File: src/rtl/vc_drain_arbiter_if.sv
// Handshake bundle between the VC drain arbiter, its two upstream VC FIFOs
// and its two downstream destination FIFOs.
interface vc_drain_arbiter_if #(
   parameter int BW = 6
);
   logic          pause;
   logic          vc0_empty;
   logic          vc1_empty;
   logic [BW-1:0] vc0_data;
   logic [BW-1:0] vc1_data;
   logic          d0_almost_full;
   logic          d1_almost_full;
   logic          vc0_rd;
   logic          vc1_rd;
   logic          d0_wr;
   logic          d1_wr;
   logic [BW-1:0] data_out;
   logic          holding;
   logic [7:0]    fwd_count;

   modport master (
      output pause, vc0_empty, vc1_empty, vc0_data, vc1_data,
      output d0_almost_full, d1_almost_full,
      input  vc0_rd, vc1_rd, d0_wr, d1_wr, data_out, holding, fwd_count
   );

   modport slave (
      input  pause, vc0_empty, vc1_empty, vc0_data, vc1_data,
      input  d0_almost_full, d1_almost_full,
      output vc0_rd, vc1_rd, d0_wr, d1_wr, data_out, holding, fwd_count
   );
endinterface

File: src/rtl/vc_drain_arbiter.sv
// Drains two prioritised VC FIFOs through a one-word holding register into
// two destination FIFOs, with a starvation limiter protecting VC1.
module vc_drain_arbiter #(
   parameter int BW         = 6,
   parameter int DEST_BIT   = 5,
   parameter int STARVE_MAX = 4
) (
   input logic               clk,
   input logic               reset_L,
   vc_drain_arbiter_if.slave bus
);
   localparam logic [3:0] SMAX = 4'(STARVE_MAX);

   typedef enum logic {S_EMPTY, S_FULL} state_e;

   state_e        state_q, state_d;
   logic [BW-1:0] word_q, word_d;
   logic [3:0]    starve_q, starve_d;
   logic [7:0]    fwd_q, fwd_d;
   logic          dest, wr_fire, accept, force1, g0, g1;

   always_ff @(posedge clk or negedge reset_L) begin
      if (!reset_L) begin
         state_q  <= S_EMPTY;
         word_q   <= '0;
         starve_q <= '0;
         fwd_q    <= '0;
      end else begin
         state_q  <= state_d;
         word_q   <= word_d;
         starve_q <= starve_d;
         fwd_q    <= fwd_d;
      end
   end

   always_comb begin
      state_d  = state_q;
      word_d   = word_q;
      starve_d = starve_q;
      fwd_d    = fwd_q;
      dest     = word_q[DEST_BIT];
      wr_fire  = (state_q == S_FULL) &
                 !(dest ? bus.d1_almost_full : bus.d0_almost_full);
      // Read strobes are combinational, so hold them off while in reset
      accept   = reset_L & !bus.pause &
                 ((state_q == S_EMPTY) | wr_fire);
      force1   = (starve_q == SMAX) & !bus.vc1_empty;
      g0       = accept & !bus.vc0_empty & !force1;
      g1       = accept & !bus.vc1_empty & !g0;
      unique case (state_q)
         S_EMPTY: if (g0 | g1) state_d = S_FULL;
         S_FULL:  if (wr_fire & !(g0 | g1)) state_d = S_EMPTY;
      endcase
      if (g0) word_d = bus.vc0_data;
      else if (g1) word_d = bus.vc1_data;
      if (bus.vc1_empty | g1) starve_d = '0;
      else if (g0) starve_d = starve_q + 4'd1;
      if (wr_fire) fwd_d = fwd_q + 8'd1;
   end

   assign bus.vc0_rd    = g0;
   assign bus.vc1_rd    = g1;
   assign bus.d0_wr     = wr_fire & !dest;
   assign bus.d1_wr     = wr_fire & dest;
   assign bus.data_out  = wr_fire ? word_q : '0;
   assign bus.holding   = (state_q == S_FULL);
   assign bus.fwd_count = fwd_q;
endmodule
File: src/flat_wrapper.sv
// flat-port wrapper written by rule: the top's interface ports become plain ports
module vc_drain_arbiter_flat 
#(
   parameter int BW         = 6,
   parameter int DEST_BIT   = 5,
   parameter int STARVE_MAX = 4
)
  (clk, reset_L, bus_pause, bus_vc0_empty, bus_vc1_empty, bus_vc0_data, bus_vc1_data, bus_d0_almost_full, bus_d1_almost_full, bus_vc0_rd, bus_vc1_rd, bus_d0_wr, bus_d1_wr, bus_data_out, bus_holding, bus_fwd_count);
  vc_drain_arbiter_if #(.BW(BW)) bus_i ();
  input logic clk;
  input logic reset_L;
  input wire logic [$bits(bus_i.pause)-1:0] bus_pause;
  input wire logic [$bits(bus_i.vc0_empty)-1:0] bus_vc0_empty;
  input wire logic [$bits(bus_i.vc1_empty)-1:0] bus_vc1_empty;
  input wire logic [$bits(bus_i.vc0_data)-1:0] bus_vc0_data;
  input wire logic [$bits(bus_i.vc1_data)-1:0] bus_vc1_data;
  input wire logic [$bits(bus_i.d0_almost_full)-1:0] bus_d0_almost_full;
  input wire logic [$bits(bus_i.d1_almost_full)-1:0] bus_d1_almost_full;
  output wire logic [$bits(bus_i.vc0_rd)-1:0] bus_vc0_rd;
  output wire logic [$bits(bus_i.vc1_rd)-1:0] bus_vc1_rd;
  output wire logic [$bits(bus_i.d0_wr)-1:0] bus_d0_wr;
  output wire logic [$bits(bus_i.d1_wr)-1:0] bus_d1_wr;
  output wire logic [$bits(bus_i.data_out)-1:0] bus_data_out;
  output wire logic [$bits(bus_i.holding)-1:0] bus_holding;
  output wire logic [$bits(bus_i.fwd_count)-1:0] bus_fwd_count;
  assign bus_i.pause = bus_pause;
  assign bus_i.vc0_empty = bus_vc0_empty;
  assign bus_i.vc1_empty = bus_vc1_empty;
  assign bus_i.vc0_data = bus_vc0_data;
  assign bus_i.vc1_data = bus_vc1_data;
  assign bus_i.d0_almost_full = bus_d0_almost_full;
  assign bus_i.d1_almost_full = bus_d1_almost_full;
  assign bus_vc0_rd = bus_i.vc0_rd;
  assign bus_vc1_rd = bus_i.vc1_rd;
  assign bus_d0_wr = bus_i.d0_wr;
  assign bus_d1_wr = bus_i.d1_wr;
  assign bus_data_out = bus_i.data_out;
  assign bus_holding = bus_i.holding;
  assign bus_fwd_count = bus_i.fwd_count;
  vc_drain_arbiter #(.BW(BW), .DEST_BIT(DEST_BIT), .STARVE_MAX(STARVE_MAX)) u_core (.clk(clk), .reset_L(reset_L), .bus(bus_i));
endmodule
File: config.mk
export PLATFORM = sky130hd
export DESIGN_NAME = vc_drain_arbiter_flat
export DESIGN_NICKNAME = d
export VERILOG_FILES = /design/src/rtl/vc_drain_arbiter_if.sv /design/src/rtl/vc_drain_arbiter.sv /design/src/flat_wrapper.sv
export SDC_FILE = /design/constraint.sdc
export NUM_CORES = 1
export LEC_CHECK = 0
export BUFFER_PORTS_ARGS = -buffer_cell sky130_fd_sc_hd__buf_2
export CAP_MARGIN = 20
export CORE_ASPECT_RATIO = 1.1
export CORE_UTILIZATION = 51
export CTS_BUF_LIST = sky130_fd_sc_hd__clkbuf_8 sky130_fd_sc_hd__clkbuf_16
export CTS_CLUSTER_SIZE = 25
export DETAILED_ROUTE_END_ITERATION = 10
export HOLD_SLACK_MARGIN = 0.12
export PLACE_DENSITY = 0.94
export REMOVE_ABC_BUFFERS = 1
export SYNTH_ARGS = -nofsm -noshare
export SYNTH_HDL_FRONTEND = slang
export SYNTH_SLANG_ARGS = --single-unit
export TNS_END_PERCENT = 50
File: constraint.sdc
create_clock -name clk -period 2.55 [get_ports clk]
set_input_delay 0.6375 -clock clk [delete_from_list [all_inputs] [get_ports clk]]
set_output_delay 0.6375 -clock clk [all_outputs]
set_load 0.02 [all_outputs]
### After elaboration in Yosys (flattened, before gate mapping)

Cells that the tools add are included.

* reduce and logical (&&, ||, !) cells: 10
* shift operators: 0
* multipliers: 0
* mux-type cells: 9
* divide/modulo/power cells: 0
* bitwise logic cells: 15
* order comparisons: 0
* eq/ne operators: 1
* $add $sub $neg: 2

Operators by type and width (count)
* 6-bit 2-to-1 mux: 3
* 1-bit AND: 11
* 8-bit by 1-bit adder with 8-bit output (second input constant): 1
* 1-bit zero test: 8
* 4-bit 2-to-1 mux: 2
* 4-bit by 1-bit adder with 4-bit output (second input constant): 1
* 4-bit by 3-bit == test with 1-bit output (second input constant): 1
* 2-bit nonzero test: 2
* 1-bit 2-to-1 mux: 3
* 1-bit OR: 3
* 1-bit one-hot mux with 2 select lines: 1
* 1-bit NOT: 1

* memory bits (writable): 0
* bits in registers: 19
* latch bits: 0
* input port bits: 19
* logic and storage cells: 41
* bits in read-only memories: 0
* output and inout bits: 19
* memories: 0

### Longest topological paths before layout

* depth in word-level cells: 14
* depth in mapped cells: 7
* gate-level depth less buffers: 6

### Worst setup path after synthesis

OpenSTA, ideal clock, no wires.

* path type: input to output
* from: input port bus_d0_almost_full
* to: output port bus_vc0_rd
* required time: 1.913 ns
* setup slack: 0.229 ns
* arrival: 1.684 ns
* buffers on the path: 0
* stages on the path: 3
* cells stage by stage: mux2_4 a211o_4 nor2_1

* longest elaborated chain between the ends: 7

RTL lines
* from (decl): RTL line flat_wrapper.sv:17 `input wire logic [$bits(bus_i.d0_almost_full)-1:0] bus_d0_almost_full;`
* 1-bit 2-to-1 mux: RTL line vc_drain_arbiter.sv:43 `!(dest ? bus.d1_almost_full : bus.d0_almost_full);`
* 1-bit zero test: RTL line vc_drain_arbiter.sv:43
* 1-bit AND: RTL line vc_drain_arbiter.sv:42 `wr_fire = (state_q == S_FULL) &`
* 1-bit OR: RTL line vc_drain_arbiter.sv:46 `((state_q == S_EMPTY) | wr_fire);`
* 1-bit AND: RTL line vc_drain_arbiter.sv:45 `accept = reset_L & !bus.pause &`
* 1-bit AND (2 in series): RTL line vc_drain_arbiter.sv:48 `g0 = accept & !bus.vc0_empty & !force1;`
* to (decl): RTL line flat_wrapper.sv:19 `output wire logic [$bits(bus_i.vc0_rd)-1:0] bus_vc0_rd;`

No other way between the ends.

### Worst setup path after layout

Same ends and word-level chain as after synthesis.

==> key figures <==
Run status
  • Status: finished with violations
  • Failing checks: design-rule violations

Drt
  • Post-route ant nets: 0
  • Post-route DRC: 5
  • DR pass1 iterations: 7
  • Vias/cell: 5.75
  • WL/cell: 14.5 um
  • Final WL: 2.19 mm
  • Initial DRC count: 27
  • Vias: 868

Critical path
  • Slowest CP cell: a211o_4
  • CP endpoint kind: output pin
  • WS Path Type: input pin to output pin
  • Worst r2r path cells: 4
  • Crit path cell chain: buf_2, mux2_4, a211o_4, nor2_1, buf_2
  • Element type at the critical path start: input pin
  • CP peak stage delay: 390 ps
  • Critical path peak fanout: 6
  • Most used cell, CP: buf_2
  • Worst path arrival time: 1850 ps
  • CP Data Required Time: 1910 ps

STA
  • Minimum clock period: 2480 ps
  • Final setup violating endpoints: 0
  • Final hold violation count: 0
  • Clk_skew: 4.54 ps
  • Max Freq: 403 MHz
  • Ratio of final minimum period to clock period: 97.4%
  • Worst slew margin: 70.1%
  • RSZ-0062 raised after global routing: no
  • Worst-margin pin slew: 447 ps
  • Pins Over Slew Limit: 0
  • Setup TNS: 0 ps

Final layout
  • Antenna diodes: 0
  • Post-layout nets: 156
  • Area Overhead vs Synth: 27.3%
  • Fraction of layout cells with a size suffix above 1: 38.3%
  • Post-Layout Cell Count: 151

GRT
  • First-pass GRT wire length: 3.49 mm
  • Largest net degree at the start of global routing: 20
  • Gr usage total: 23.2%
  • Met2 Resource Use GR: 45.3%
  • Busiest grt layer: met2
  • Initial antenna violation count: 0
  • GRT met1 Usage: 25.7%
  • Vias in the first global route: 807
  • Met3 usage: 3.33%
  • Grt total ovfl: 0

Job
  • Total of max-cap violations: 0

Die
  • Top Ports: 38
  • Die height: 48.2 um
  • # rows: 16
  • Total core area: 1800 sq um
  • Die W: 44 um
  • Starting density of the core: 54.9%
  • Total die area: 2120 sq um

Clocking
  • CTS tree: built
  • Post-CTS Resized: 0
  • Post-CTS setup buffer count: 0
  • Reg clk slew, reported paths: 70 ps
  • Root buffer cell: clkbuf_8
  • Worst skew pair latency: 250 ps
  • CTS Hold Buffers Added: 0
  • CTS sink cnt: 19
  • CTS HTree Levels: 1
  • Total CTS buffers: 3
  • CTS Buffer Depth: 2

Logic synthesis
  • EDFF count, synth: 0
  • Syn_area_per_cell: 11.0 sq um
  • Synth top cells by count: dfrtp_1, a2bb2oi_1, nand3_1, o22ai_1
  • Yosys warning count: 0
  • Area leader, netlist: dfrtp_1
  • Top-count cell post-synth: dfrtp_1
  • Synth area leaders: dfrtp_1, a2bb2oi_1, xnor2_1, ha_1, o22ai_1
  • Distinct cells, synth: 30
  • Primary FF master, synth: dfrtp_1
  • Sequential share of the synthesized area: 48.0%
  • #FFs+latches synth: 19
  • Share of the synthesized area in the top cell type: 48.0%
  • Post-synth ARST share: 100%
  • Synthesized cell area: 990 sq um
  • Post-Synthesis Cells: 90

Placed design
  • Final HPWL DP: 1.68 mm
  • PortBufs: 37
  • Placer Congestion: 0.876
  • Placed insts: 147

Pwr
  • Total power: 0.951 mW
  • VDD IR max: 0.427 mV
  • Leakage Power: 0.626 nW
  • Power per Cell Area: 755 nW/um^2

Worst hold path
  • Hold Crit Class: input pin to asynchronous set/reset pin
-- metal layers --
metal	vias up	share of wire, %
met1	433	43
met2	22	52
met4	0	1.0
li1	409	-
met5	-	0
met3	4	3.5
-- critical path: cells and delay by family --
family / cells / cell delay [ps]
multiplexers: 1 / 310
AO/OA/AOI/OAI: 1 / 390
buffers and inverters: 2 / 310
AND/OR/NAND/NOR: 1 / 200
-- final cells by class --
type	count	area, sq um
clock buffers	3	41.3
clock inverters	1	3.75
fillers	133	542
inverters	5	18.8
multi-input cells	64	483
flip-flops and latches	19	475
well taps	18	22.5
repair buffers	41	215
-- where the power goes --
part	leakage (nW)	total [mW]	internal, mW	switching, mW
Combinational	0.363	0.311	0.135	0.176
Clock	0.0269	0.203	0.107	0.0958
Sequential	0.236	0.437	0.367	0.0704
Total	0.626	0.951	0.609	0.342
-- state kept, by name (all words and copies together) (netlist names) --
register,flops
u_core.bus.fwd_count,8
u_core.bus.holding,1
u_core.starve_q,4
u_core.word_q,6
-- worst paths after layout --
path / from / to / slack (ps)
max: bus_d0_almost_full / bus_vc0_rd / 70
max reg2reg: u_core.word_q[5] / u_core.starve_q[2] / 770
max in group asynchronous: reset_L / u_core.bus.fwd_count[0] / 1990
min in group clk: u_core.bus.fwd_count[7] / u_core.bus.fwd_count[7] / 470
min reg2reg: u_core.bus.fwd_count[7] / u_core.bus.fwd_count[7] / 470
min: reset_L / u_core.bus.fwd_count[4] / 360
-- layout by cell type, fill, tap and decap left out, types with 2 or more instances in the layout --
cell type and instances:
buf_2 37, nor3b_1 2, nand4_1 2, nor2_1 3, a21oi_1 4, inv_1 6, xor2_1 2, clkbuf_8 3
ha_1 3, dfrtp_1 19, buf_4 4, nand2_1 4, nor3_1 3, a2bb2oi_1 6, and2_1 5, o22ai_1 6
xnor2_1 5, nand3_1 6
-- kinds of logic after synthesis --
family | count (synthesis) | share of synthesized area (%)
xor gates and xnor gates | 7 | 6.19
DFF | 19 | 48.0
and+or+nand+nor | 29 | 16.3
muxes | 2 | 2.65
adders and majority gates | 3 | 3.79
AOI/OAI and AO/OA | 23 | 19.8
buffers and inverters | 7 | 3.16
-- stage by stage --
stage | hold WS [ps] | setup slack (ps) | cell area, sq um | utilization [%]
2_1_floorplan | 342 | 229 | 977 | -
3_3_place_gp | 455 | 129 | 1210 | 67.4
3_5_place_dp | 466 | 83.6 | 1210 | 67.4
4_1_cts | 366 | 80.9 | 1260 | 69.9
5_1_grt | 372 | 8.57 | 1260 | 69.9
6_report | 358 | 66.8 | 1260 | 69.9
Power figures use the tool's default switching activity.
